==> src/rtl/xdma_pkg.sv <==
// Shared XDMA definitions: MMIO window layout, from-remote message structs and
// the receive-path state/response encodings.
package xdma_pkg;

  localparam int unsigned AddrWidth    = 48;
  localparam int unsigned AxiDataWidth = 512;
  localparam int unsigned DmaIdWidth   = 8;
  localparam int unsigned NumWindows   = 4;

  localparam logic [AddrWidth-1:0] ClusterAddressSpace = 48'h0000_0010_0000;
  localparam logic [AddrWidth-1:0] MMIOSize            = 48'h0000_0000_1000;
  localparam int unsigned          MMIOSizeShift       = 12;

  // Windows are stacked downward from the top of the cluster space.
  localparam logic [AddrWidth-1:0] MMIOFinishOffset = ClusterAddressSpace - 1 * MMIOSize;
  localparam logic [AddrWidth-1:0] MMIOGrantOffset  = ClusterAddressSpace - 2 * MMIOSize;
  localparam logic [AddrWidth-1:0] MMIOCfgOffset    = ClusterAddressSpace - 3 * MMIOSize;
  localparam logic [AddrWidth-1:0] MMIODataOffset   = ClusterAddressSpace - 4 * MMIOSize;
  localparam logic [AddrWidth-1:0] MMIOWindowSpan   = ClusterAddressSpace - MMIODataOffset;

  localparam logic [1:0] RespOkay   = 2'b00;
  localparam logic [1:0] RespSlvErr = 2'b10;

  typedef enum logic [1:0] {
    IdxFinish = 2'd0,
    IdxGrant  = 2'd1,
    IdxCfg    = 2'd2,
    IdxData   = 2'd3
  } xdma_from_remote_idx_e;

  typedef enum logic [1:0] {
    StIdle  = 2'd0,
    StBurst = 2'd1,
    StResp  = 2'd2
  } xdma_rx_state_e;

  typedef struct packed {
    logic [DmaIdWidth-1:0] dma_id;
    logic [AddrWidth-1:0]  from;
  } xdma_from_remote_grant_t;

  typedef struct packed {
    logic [DmaIdWidth-1:0] dma_id;
    logic [AddrWidth-1:0]  from;
  } xdma_from_remote_finish_t;

  localparam int unsigned CfgReservedWidth = AxiDataWidth - 2 * 8 - 2 * AddrWidth - 32;

  typedef struct packed {
    logic [DmaIdWidth-1:0]       dma_id;
    logic [7:0]                  dma_type;
    logic [AddrWidth-1:0]        reader_addr;
    logic [AddrWidth-1:0]        writer_addr;
    logic [31:0]                 len;
    logic [CfgReservedWidth-1:0] reserved;
  } xdma_inter_cluster_cfg_t;

endpackage

==> src/rtl/xdma_mmio_window_decode.sv <==
// Maps an absolute address onto one of the four XDMA MMIO windows at the top
// of the cluster address space; anything else is reported as a miss.
module xdma_mmio_window_decode
  import xdma_pkg::*;
(
  input  logic [AddrWidth-1:0] addr,
  input  logic [AddrWidth-1:0] base,
  output xdma_from_remote_idx_e idx,
  output logic                 miss
);

  logic [AddrWidth-1:0] offset;
  logic [AddrWidth-1:0] from_top;

  // Distance below the top of the cluster space selects the window; an address
  // below base wraps to a huge offset and therefore misses as well.
  always_comb begin
    offset   = addr - base;
    from_top = ClusterAddressSpace - AddrWidth'(1) - offset;
    miss     = !((offset < ClusterAddressSpace) && (from_top < MMIOWindowSpan));
    idx      = xdma_from_remote_idx_e'(from_top[MMIOSizeShift +: 2]);
  end

endmodule

==> src/rtl/xdma_from_remote_demux.sv <==
// Receive-side demux of the XDMA inter-cluster link: classifies remote write
// bursts by MMIO window and forwards them as grant/finish/cfg/data streams.
module xdma_from_remote_demux
  import xdma_pkg::*;
#(
  parameter int unsigned AddrWidth = xdma_pkg::AddrWidth,
  parameter int unsigned DataWidth = xdma_pkg::AxiDataWidth
) (
  input  logic                     clk_i,
  input  logic                     rst_ni,
  input  logic [AddrWidth-1:0]     cluster_base_addr_i,
  input  logic                     aw_valid_i,
  output logic                     aw_ready_o,
  input  logic [AddrWidth-1:0]     aw_addr_i,
  input  logic [7:0]               aw_len_i,
  input  logic                     w_valid_i,
  output logic                     w_ready_o,
  input  logic [DataWidth-1:0]     w_data_i,
  input  logic                     w_last_i,
  output logic                     b_valid_o,
  input  logic                     b_ready_i,
  output logic [1:0]               b_resp_o,
  output logic                     grant_valid_o,
  input  logic                     grant_ready_i,
  output xdma_from_remote_grant_t  grant_o,
  output logic                     finish_valid_o,
  input  logic                     finish_ready_i,
  output xdma_from_remote_finish_t finish_o,
  output logic                     cfg_valid_o,
  input  logic                     cfg_ready_i,
  output xdma_inter_cluster_cfg_t  cfg_o,
  output logic                     data_valid_o,
  input  logic                     data_ready_i,
  output logic [DataWidth-1:0]     data_o,
  output logic                     data_last_o
);

  localparam int unsigned MsgWidth = $bits(xdma_from_remote_grant_t);

  xdma_rx_state_e        state_q, state_d;
  xdma_from_remote_idx_e idx_q, dec_idx;
  logic                  miss_q, dec_miss;
  logic [7:0]            len_q;
  logic [7:0]            beat_cnt_q;
  logic                  err_q;
  logic                  drain_q;
  logic                  aw_hs, w_hs;

  xdma_mmio_window_decode i_decode (
    .addr (aw_addr_i),
    .base (cluster_base_addr_i),
    .idx  (dec_idx),
    .miss (dec_miss)
  );

  assign aw_hs = aw_valid_i & aw_ready_o;
  assign w_hs  = w_valid_i & w_ready_o;

  // Payloads are pure wiring from W; only the valids are steered.
  assign data_o      = w_data_i;
  assign data_last_o = w_last_i;
  assign grant_o     = w_data_i[DataWidth-1 -: MsgWidth];
  assign finish_o    = w_data_i[DataWidth-1 -: MsgWidth];
  assign cfg_o       = w_data_i;

  // NOTE: sequential state uses non-blocking assignments so every register
  // samples the pre-edge values of its peers.
  always_ff @(posedge clk_i or negedge rst_ni) begin
    if (!rst_ni) begin
      state_q <= StIdle;
    end else begin
      state_q <= state_d;
    end
  end

  always_comb begin
    state_d = state_q;
    unique case (state_q)
      StIdle:  if (aw_hs) state_d = StBurst;
      StBurst: if (w_hs && w_last_i) state_d = StResp;
      StResp:  if (b_ready_i) state_d = StIdle;
      default: state_d = StIdle;
    endcase
  end

  // NOTE: every output gets a default before the case so no path can infer a latch.
  always_comb begin
    aw_ready_o     = 1'b0;
    w_ready_o      = 1'b0;
    b_valid_o      = 1'b0;
    b_resp_o       = RespOkay;
    grant_valid_o  = 1'b0;
    finish_valid_o = 1'b0;
    cfg_valid_o    = 1'b0;
    data_valid_o   = 1'b0;
    unique case (state_q)
      StIdle: aw_ready_o = 1'b1;
      StBurst: begin
        if (miss_q || drain_q) begin
          w_ready_o = 1'b1;
        end else if ((idx_q != IdxData) && (beat_cnt_q != 8'd0)) begin
          // Control windows carry one word; trailing beats are discarded.
          w_ready_o = 1'b1;
        end else begin
          unique case (idx_q)
            IdxFinish: begin
              finish_valid_o = w_valid_i;
              w_ready_o      = finish_ready_i;
            end
            IdxGrant: begin
              grant_valid_o = w_valid_i;
              w_ready_o     = grant_ready_i;
            end
            IdxCfg: begin
              cfg_valid_o = w_valid_i;
              w_ready_o   = cfg_ready_i;
            end
            IdxData: begin
              data_valid_o = w_valid_i;
              w_ready_o    = data_ready_i;
            end
            default: w_ready_o = 1'b1;
          endcase
        end
      end
      StResp: begin
        b_valid_o = 1'b1;
        b_resp_o  = err_q ? RespSlvErr : RespOkay;
      end
      default: aw_ready_o = 1'b0;
    endcase
  end

  always_ff @(posedge clk_i or negedge rst_ni) begin
    if (!rst_ni) begin
      idx_q      <= IdxFinish;
      miss_q     <= 1'b0;
      len_q      <= 8'd0;
      beat_cnt_q <= 8'd0;
      err_q      <= 1'b0;
      drain_q    <= 1'b0;
    end else if (aw_hs) begin
      idx_q      <= dec_idx;
      miss_q     <= dec_miss;
      len_q      <= aw_len_i;
      beat_cnt_q <= 8'd0;
      drain_q    <= 1'b0;
      err_q      <= dec_miss || ((dec_idx != IdxData) && (aw_len_i != 8'd0));
    end else if (w_hs && (state_q == StBurst)) begin
      if (beat_cnt_q != 8'hFF) beat_cnt_q <= beat_cnt_q + 8'd1;
      if (w_last_i && (beat_cnt_q != len_q)) err_q <= 1'b1;
      // Overlong burst: flag it and swallow everything up to w_last.
      if (!w_last_i && (beat_cnt_q == len_q)) begin
        err_q   <= 1'b1;
        drain_q <= 1'b1;
      end
    end
  end

endmodule
==> config.mk <==
export PLATFORM = sky130hd
export DESIGN_NAME = xdma_from_remote_demux
export DESIGN_NICKNAME = d
export VERILOG_FILES = /design/src/rtl/xdma_pkg.sv /design/src/rtl/xdma_mmio_window_decode.sv /design/src/rtl/xdma_from_remote_demux.sv
export SDC_FILE = /design/constraint.sdc
export NUM_CORES = 1
export LEC_CHECK = 0
export ABC_AREA = 1
export CORE_AREA = 5 5 688 690
export CTS_CLUSTER_SIZE = 28
export DETAILED_ROUTE_END_ITERATION = 8
export DIE_AREA = 0 0 693 695
export GPL_TIMING_DRIVEN = 0
export SYNTH_ARGS = -nofsm -noshare
export SYNTH_HDL_FRONTEND = slang
export SYNTH_SLANG_ARGS = --single-unit
==> constraint.sdc <==
create_clock -name clk_i -period 4.8 [get_ports clk_i]
set_clock_uncertainty 0.2 [all_clocks]
set_input_delay 0.72 -clock clk_i [delete_from_list [all_inputs] [get_ports clk_i]]
set_output_delay 0.72 -clock clk_i [all_outputs]
set_load 0.01 [all_outputs]
Word level (Yosys, flattened, before mapping)
Cells that the tools add are included.
{"block": "totals", "output_inout_bits": 1146, "inputBits": 626, "elab_cells": 88, "ff_bits": 23}
{"block": "op_classes", "n_eq_ne": 13, "order_cmp": 2, "reduce_logical": 23, "n_addsub": 3, "bitwise_logic": 2, "mux": 38}
{"cell": "$lt A48 B15 Y1 const B", "count": 1}
{"cell": "$lt A48 B21 Y1 const B", "count": 1}
{"cell": "$sub A20 B48 Y48 const A", "count": 1}
{"cell": "$sub A48 B48 Y48", "count": 1}
{"cell": "$mux W1", "count": 28}
{"cell": "$mux W8", "count": 3}
{"cell": "$reduce_bool A8 Y1", "count": 2}
{"cell": "$mux W2", "count": 5}
{"cell": "$ne A2 B2 Y1 const B", "count": 5}
{"cell": "$add A8 B1 Y8 const B", "count": 1}
{"cell": "$eq A8 B8 Y1", "count": 1}
{"cell": "$ne A8 B8 Y1", "count": 1}
{"cell": "$ne A8 B8 Y1 const B", "count": 1}
{"cell": "$logic_and A1 B1 Y1", "count": 7}
{"cell": "$eq A2 B2 Y1 const B", "count": 3}
{"cell": "$pmux W2 S3", "count": 1}
{"cell": "$reduce_and A2 Y1", "count": 3}
{"cell": "$reduce_bool A2 Y1", "count": 3}
{"cell": "$eq A2 B1 Y1 const B", "count": 2}
{"cell": "$logic_not A2 Y1", "count": 2}
{"cell": "$pmux W1 S4", "count": 1}
{"cell": "$reduce_and A3 Y1", "count": 1}
{"cell": "$reduce_bool A3 Y1", "count": 1}
{"cell": "$and A1 B1 Y1", "count": 2}
{"cell": "2 further kinds", "count": 4}

Depth between registers and ports, before layout
Gate-level depths: netlist of run 1.
{"block": "depth", "depth_word": 9, "mapped_depth": 24}

Hierarchy
Synthesis of run 1 repeated with hierarchy kept, for this count alone.
{"block": "unflattened", "cells_unflattened": 2281, "area_unflattened_um2": 14310.0}
{"module": "xdma_from_remote_demux", "n_inst": 1, "area_each_um2": 10068.4, "seq_area_each_um2": 575.6, "cells_each": 1350}
{"module": "xdma_mmio_window_decode", "n_inst": 1, "area_each_um2": 4241.6, "seq_area_each_um2": 0.0, "cells_each": 931}

Worst setup path after synthesis of run 1
No wires, ideal clock.
{"block": "synth_path", "path_kind": "input to register", "from": "input port cluster_base_addr_i[25]", "to": "register err_q", "slack_ns": 1.881, "setup_time_ns": 0.133, "path_buffers": 0, "required_time_ns": 4.467, "arrival_time_ns": 2.585, "cell_stages": 18, "cell_sequence": "inv_1 > ha_1 > nand2_1 > inv_1 > a21oi_1 > nand2_1 > a21oi_1 > nand2_1 > nand2_1 > nand2_1 > nor2_1 > nand3_1 > nor2_1 > nand3_1 > a21oi_1 > nand3_1 > nor2_1 > nor2_1"}
{"block": "synth_via", "elab_chain_cells": 7}
{"item": "start, declared", "line": "xdma_from_remote_demux.sv:11", "source": "input logic [AddrWidth-1:0] cluster_base_addr_i,"}
{"item": "$sub A48 B48 Y48 (*)", "line": "xdma_mmio_window_decode.sv:18", "source": "offset = addr - base;"}
{"item": "$sub A20 B48 Y48", "line": "xdma_mmio_window_decode.sv:19", "source": "from_top = ClusterAddressSpace - AddrWidth'(1) - offset;"}
{"item": "$lt A48 B15 Y1", "line": "xdma_mmio_window_decode.sv:20", "source": "miss = !((offset < ClusterAddressSpace) && (from_top < MMIOWindowSpan));"}
{"item": "$logic_and A1 B1 Y1 (*)", "line": "xdma_mmio_window_decode.sv:20"}
{"item": "$logic_not A1 Y1 (*)", "line": "xdma_mmio_window_decode.sv:20"}
{"item": "$logic_or A1 B1 Y1 (*)", "line": "xdma_from_remote_demux.sv:148", "source": "err_q <= dec_miss || ((dec_idx != IdxData) && (aw_len_i != 8'd0));"}
{"item": "$mux W1 (*)", "line": "xdma_from_remote_demux.sv:142", "source": "end else if (aw_hs) begin"}
{"item": "end signal, assigned", "line": "xdma_from_remote_demux.sv:148"}
{"item": "end, declared", "line": "xdma_from_remote_demux.sv:45", "source": "logic err_q;"}
Mark *: on every way between the ends. The rest lies on a longest branch, timed or not.
A chain may end at the register's enable or synchronous reset.

Final worst setup path of run 1
Same ends and word-level chain as after synthesis.

==> results of run 1 <==
-- worst paths after layout --
kind                                          from            end  slack, ns  cells after the start
setup / recovery           cluster_base_addr_i[25]          err_q       0.59                     19
hold / removal                             drain_q        drain_q       0.30                      2
setup reg to reg                     beat_cnt_q[0]  beat_cnt_q[6]       2.07                     14
hold reg to reg                            drain_q        drain_q       0.30                      2
max in group asynchronous                   rst_ni          err_q       2.89                      1
min in group asynchronous                   rst_ni  beat_cnt_q[3]       0.85                      1
-- placed cells by master, fill, tap and decap left out, types with 4 or more instances in the layout --
cell	netlist	routed
clkdlybuf4s50_1	0	1258
buf_4	1138	1138
nand2_2	17	17
inv_1	247	247
nand3_1	72	71
xnor2_1	9	7
nor3_1	6	6
nand4_1	17	17
nand3b_1	7	7
ha_1	48	48
dfrtp_1	23	23
diode_2	0	169
o21bai_1	4	4
o21ai_0	24	24
nor2_2	13	13
nand2_1	441	441
nor2_1	126	126
nor4_1	6	6
a21oi_1	42	42
-- power by group through the flow --
stage,logic (W),registers [W],clock network (W)
floorplan,0.00160,0.000296,0
global placement,0.00334,0.000308,0
detailed placement,0.00339,0.000310,0
finish,0.00333,0.000308,0.000183
CTS,0.00340,0.000308,0.000189
global route,0.00356,0.000317,0.000200
-- through the flow --
stage / total power (W) / worst slack, ns
after CTS: 0.00390 / 0.275
final: 0.00382 / 0.594
after global placement: 0.00365 / -0.507
after detailed placement: 0.00370 / -0.420
after floorplan: 0.00189 / 1.88
after global routing: 0.00408 / 0.125
-- area by class of cell --
cell class | instances | area (µm²)
multi-input combinational | 862 | 4210
inverter | 247 | 927
clock buffer | 4 | 78.8
fill | 54934 | 431000
tap | 6198 | 7750
buffer | 1141 | 8560
antenna | 169 | 423
sequential | 23 | 576
timing repair buffer | 1261 | 12700
-- sequential cells by signal, summed over array words and instances (netlist names) --
register	count
state_q	2
miss_q	1
drain_q	1
len_q	8
beat_cnt_q	8
err_q	1
idx_q	2
-- repair_timing --
action                     CTS  global route
setup endpoints to repair    2             2
hold buffers                 0             0
resized for setup            1             1
pin swaps                    0             0
buffers inserted             0             0
-- logic make-up after synthesis --
family	Yosys count
buf+inv	1388
simple gates	715
fa+ha+maj	48
compound gates	86
flops	23
other cells	1
xor+xnor	12
-- critical path: stages --
cell	delay, ns
clkdlybuf4s50_1	0.46
inv_1	0.05
ha_1	0.49
nand2_1	0.19
nor2_1	0.17
inv_1	0.07
nor2_1	0.26
nand3_1	0.20
nand2_1	0.13
nand2_1	0.05
nand2_1	0.07
xor2_1	0.26
nand2_1	0.08
nor2_1	0.11
nand2_1	0.06
nor2_1	0.17
nand3_4	0.28
nor2_1	0.20
nor2_1	0.06
-- metal layers --
| metal | track usage, % | up-vias |
|---|---|---|
| li1 | - | 8506 |
| met1 | 12.1 | 8802 |
| met2 | 18.5 | 1536 |
| met3 | 9.80 | 499 |
| met4 | 3.06 | 224 |
| met5 | 0.0100 | - |
==> impl_metrics.env, run 1 <==
export IMPL_route_met3_wl_mm=53.8
export IMPL_ys_warn_count=0
export IMPL_drt_iter0_drc=1319
export IMPL_clk_pin_slew_worst_paths_ns=0.06
export IMPL_cts_sinks=23
export IMPL_post_route_util_pct=7.55
export IMPL_seqPwrFrac_pct=8.1
export IMPL_switching_share_pct=43.7
export IMPL_yosysSeqAreaShare_pct=4.04
export IMPL_async_flop_share_pct=100
export IMPL_synth_xor_area_share_pct=0.738
export IMPL_layout_cells_non_filler=9905
export IMPL_ys_ff_latch=23
export IMPL_cp_data_required_time_ns=4.73
export IMPL_setup_viol=0
export IMPL_synth_compound_area_share_pct=3.38
export IMPL_synth_cell_type_count=36
export IMPL_whs_ns=0.303
export IMPL_synthSimpleGateAreaFrac_pct=21.0
export IMPL_fin_crit_ns=4.21
export IMPL_wl_per_cell_um=30.5
export IMPL_syn_cell_area_mm2=0.0142
export IMPL_core_mm2=0.466
export IMPL_end_kind="flip-flop"
export IMPL_numCtsBuffers=3
export IMPL_slew_headroom_pct=14.8
export IMPL_drv_cap=0
export IMPL_synth_top_area_share_pct=60.0
export IMPL_syn_to_final_growth_pct=147
export IMPL_clk_path_buf_depth=2
export IMPL_critPathLaunchType="input port"
export IMPL_synth_top_family_by_area="buffers and inverters"
export IMPL_dieArea_mm2=0.482
export IMPL_synth_area_per_cell_um2=6.26
export IMPL_die_w_um=693
export IMPL_dr_pass1_iters=5
export IMPL_p_per_area_mw_per_mm2=109
export IMPL_combPwrFrac_pct=87.1
export IMPL_drive_gt1_share_pct=33.6
export IMPL_timing_worst_setup_path_type="in -> reg"
export IMPL_hold_violations=0
export IMPL_syn_num_nets=2947
export IMPL_fmax_mhz=238
export IMPL_highest_layer="met5"
export IMPL_hpwl_mm=293
export IMPL_portBuffers=1258
export IMPL_grt_pass1_wl_mm=336
export IMPL_synthAdderAreaFrac_pct=4.22
export IMPL_setup_tns_ns=0
export IMPL_synth_cells=2273
export IMPL_slew_viol_final=0
export IMPL_synth_edf_count=0
export IMPL_rsz0062_at_grt="false"
export IMPL_grt_overflow=0
export IMPL_cp_max_fo=6
export IMPL_power_switching_w=0.00167
export IMPL_start_util_pct=3.05
export IMPL_h_tree_depth=1
export IMPL_max_vdd_ir_drop_mv=0.169
export IMPL_hold_class="reg -> reg"
export IMPL_grt_max_degree=24
export IMPL_ys_flop_type="dfrtp_1"
export IMPL_num_rows=251
export IMPL_track_usage_pct=11.9
export IMPL_first_global_vias=17159
export IMPL_wl_met1_mm=106
export IMPL_p_int_w=0.00215
export IMPL_synth_area_mux_share_pct=0
export IMPL_die_h_um=695
export IMPL_ys_top_cells_by_count="buf_4 (1138), nand2_1 (441), inv_1 (247)"
export IMPL_antenna_found_initial=278
export IMPL_cts_tree="yes"
export IMPL_yosys_area_top_type="buf_4"
export IMPL_dp_cells=9732
export IMPL_drt_wl_total_mm=303
export IMPL_status="complete, no violations"
export IMPL_nets=4213
export IMPL_arrival_ns=4.14
export IMPL_vias=19567
export IMPL_leakage_nw=14.1
export IMPL_worst_slew_pin_slew_ns=1.27
export IMPL_wl_met2_mm=130
export IMPL_fin_crit_sh_pct=87.6
export IMPL_cts_root_buffer="clkbuf_16"
export IMPL_ys_top_cells_by_area="buf_4 (60%), nand2_1 (12%), inv_1 (6.5%), ha_1 (4.2%), dfrtp_1 (4.0%)"
export IMPL_placed_area_mm2=0.0347
export IMPL_vias_per_cell=1.98
export IMPL_final_area_mm2=0.0352
export IMPL_drc=0
export IMPL_clkPwrFrac_pct=4.8
export IMPL_clkLatencyLatePin_ns=0.26
export IMPL_ant_nets=0
export IMPL_gp_congestion=0.991
export IMPL_ioPinCount=1772
export IMPL_synth_most_common_cell="buf_4"
Note: power is estimated with default switching activity, not from simulation.
==> run 2: changes to the inputs <==
- CORE_AREA: 5 5 688 690 -> 5 5 690 692
- DIE_AREA: 0 0 693 695 -> 0 0 695 697
- SYNTH_HIERARCHICAL: default -> 1
==> run 2 against run 1 <==
Effect of this change: total power rose by 9.4%; synthesized cell count grew 0.35%; die area up 0.58%; combinational power rose by 10%; clock-buffer cell count is 1 lower; sequential power increased by 5%; register-to-register slack improved by 0.92 ns; sequential cell count did not move; largest cell class unchanged; largest power group unchanged; highest routed layer unchanged.
==> impl_metrics.env, run 2 <==
export IMPL_drt_iter0_drc=1686
export IMPL_setup_viol=0
export IMPL_grt_pass1_wl_mm=391
export IMPL_yosys_area_top_type="buf_4"
export IMPL_place_ws_ns=0.667
export IMPL_cts_root_buffer="clkbuf_16"
export IMPL_synth_cell_type_count=42
export IMPL_drive_gt1_share_pct=33.7
export IMPL_end_kind="primary output"
export IMPL_synth_most_common_cell="buf_4"
export IMPL_cts_resized=0
export IMPL_core_mm2=0.469
export IMPL_placed_area_mm2=0.0347
export IMPL_die_w_um=695
export IMPL_synth_area_per_cell_um2=6.27
export IMPL_power_switching_w=0.00200
export IMPL_clk_pin_slew_worst_paths_ns=0.06
export IMPL_fmax_mhz=249
export IMPL_wl_per_cell_um=35.7
export IMPL_first_global_vias=17593
export IMPL_finalWorstSetupSlack_ns=0.780
export IMPL_ys_flop_type="dfrtp_1"
export IMPL_vias=20301
export IMPL_timing_worst_setup_path_type="in -> out"
export IMPL_grt_overflow=0
export IMPL_final_cell_mix="clkdlybuf4s50_1 (1257), buf_4 (1138), nand2_1 (452)"
export IMPL_ant_nets=0
export IMPL_track_usage_pct=14.0
export IMPL_final_area_mm2=0.0352
export IMPL_ys_top_cells_by_count="buf_4 (1138), nand2_1 (452), inv_1 (258)"
export IMPL_synth_top_area_share_pct=59.7
export IMPL_syn_to_final_growth_pct=146
export IMPL_cts_sinks=23
export IMPL_drc=0
export IMPL_nets=4218
export IMPL_portBuffers=1258
export IMPL_slew_headroom_pct=5.62
export IMPL_cp_data_required_time_ns=3.88
export IMPL_p_per_area_mw_per_mm2=119
export IMPL_slew_viol_final=0
export IMPL_hold_class="reg -> reg"
export IMPL_dieArea_mm2=0.484
export IMPL_ys_top_cells_by_area="buf_4 (60%), nand2_1 (12%), inv_1 (6.8%), ha_1 (4.2%), dfrtp_1 (4.0%)"
export IMPL_switching_share_pct=47.9
export IMPL_arrival_ns=3.10
export IMPL_critPathLaunchType="input port"
export IMPL_largestRegisters="beat_cnt_q: 8 flops, len_q: 8 flops"
export IMPL_clk_path_buf_depth=2
export IMPL_leakage_nw=14.2
export IMPL_hold_violations=0
export IMPL_synth_cells=2281
export IMPL_die_h_um=697
export IMPL_ys_ff_latch=23
export IMPL_cts_hold_buf=0
export IMPL_mostFrequentLayoutCell="clkdlybuf4s50_1"
export IMPL_max_vdd_ir_drop_mv=0.166
export IMPL_syn_num_nets=2955
export IMPL_cts_tree="yes"
export IMPL_drv_cap=0
export IMPL_fin_crit_sh_pct=83.8
export IMPL_setup_tns_ns=0
export IMPL_gp_congestion=1.06
export IMPL_grt_max_degree=24
export IMPL_syn_cell_area_mm2=0.0143
export IMPL_vias_per_cell=2.05
export IMPL_dr_pass1_iters=5
export IMPL_dp_cells=9762
export IMPL_start_util_pct=3.05
export IMPL_rsz0062_at_grt="false"
export IMPL_cp_max_fo=4
export IMPL_clkLatencyLatePin_ns=0.26
export IMPL_layout_cells_non_filler=9922
export IMPL_clkPwrFrac_pct=4.4
export IMPL_antenna_found_initial=313
export IMPL_ioPinCount=1772
export IMPL_numCtsBuffers=3
export IMPL_yosysSeqAreaShare_pct=4.02
export IMPL_synth_edf_count=0
export IMPL_h_tree_depth=1
export IMPL_ys_warn_count=6
export IMPL_worst_slew_pin_slew_ns=1.41
export IMPL_async_flop_share_pct=100
export IMPL_hpwl_mm=343
export IMPL_drt_wl_total_mm=354
export IMPL_status="complete, no violations"
export IMPL_fin_crit_ns=4.02
export IMPL_p_int_w=0.00218
export IMPL_num_rows=252
export IMPL_combPwrFrac_pct=87.9
export IMPL_cts_setup_buffers=0
export IMPL_seqPwrFrac_pct=7.7
[run 2: final timing paths]
| kind | slack [ns] | depth (start not counted) | from | end |
|---|---|---|---|---|
| min reg2reg | 0.29 | 2 | err_q | err_q |
| max in group asynchronous | 2.89 | 1 | rst_ni | err_q |
| min in group asynchronous | 0.86 | 1 | rst_ni | beat_cnt_q[5] |
| min | 0.29 | 2 | err_q | err_q |
| max reg2reg | 2.99 | 9 | beat_cnt_q[0] | beat_cnt_q[6] |
| max | 0.78 | 5 | w_valid_i | cfg_valid_o |
[run 2: cells by family after synthesis]
| logic type | count (synthesis) | share of synthesized area, % |
|---|---|---|
| buffers and inverters | 1406 | 66.9 |
| and+or+nand+nor | 711 | 21.1 |
| AOI/OAI and AO/OA | 84 | 3.30 |
| adders and majority gates | 48 | 4.20 |
| DFF | 23 | 4.02 |
| xor gates and xnor gates | 8 | 0.490 |
| other | 1 | 0.0262 |
[run 2: power by group through the flow]
stage	clock, W	combinational (W)	sequential [W]
floorplan	0	0.00170	0.000311
finish	0.000184	0.00367	0.000324
CTS	0.000188	0.00375	0.000324
global placement	0	0.00373	0.000325
detailed placement	0	0.00373	0.000325
global route	0.000196	0.00392	0.000334
[run 2: metrics by stage]
step | hold slack [ns] | util [%] | total power [W]
2_1_floorplan | 0.224 | - | 0.00201
3_3_place_gp | 0.273 | 7.39 | 0.00406
3_5_place_dp | 0.269 | 7.39 | 0.00406
4_1_cts | 0.285 | 7.41 | 0.00426
5_1_grt | 0.293 | 7.42 | 0.00445
6_report | 0.290 | 7.49 | 0.00418
[run 2: area by class of cell]
cell class / instances / area [µm²]
fillers: 55312 / 434000
inverters: 262 / 983
flip-flops and latches: 23 / 576
clock inverters: 1 / 5.00
well taps: 6223 / 7790
repair buffers: 1258 / 12600
multi-input cells: 852 / 4160
plain buffers: 1144 / 8590
clock buffers: 3 / 75.1
diodes: 156 / 390
[run 2: worst max-delay path: stages]
cell	delay (ns)
clkdlybuf4s50_1	0.46
and3_2	0.24
nand3_1	0.17
nor4_1	0.75
clkdlybuf4s50_1	0.74
[run 2: metal layers]
layer  part of all wire, %  track usage, %
met1                    36            14.6
met2                    40            20.3
met3                    22            14.3
met4                   1.4            1.13
met5                  0.48               0
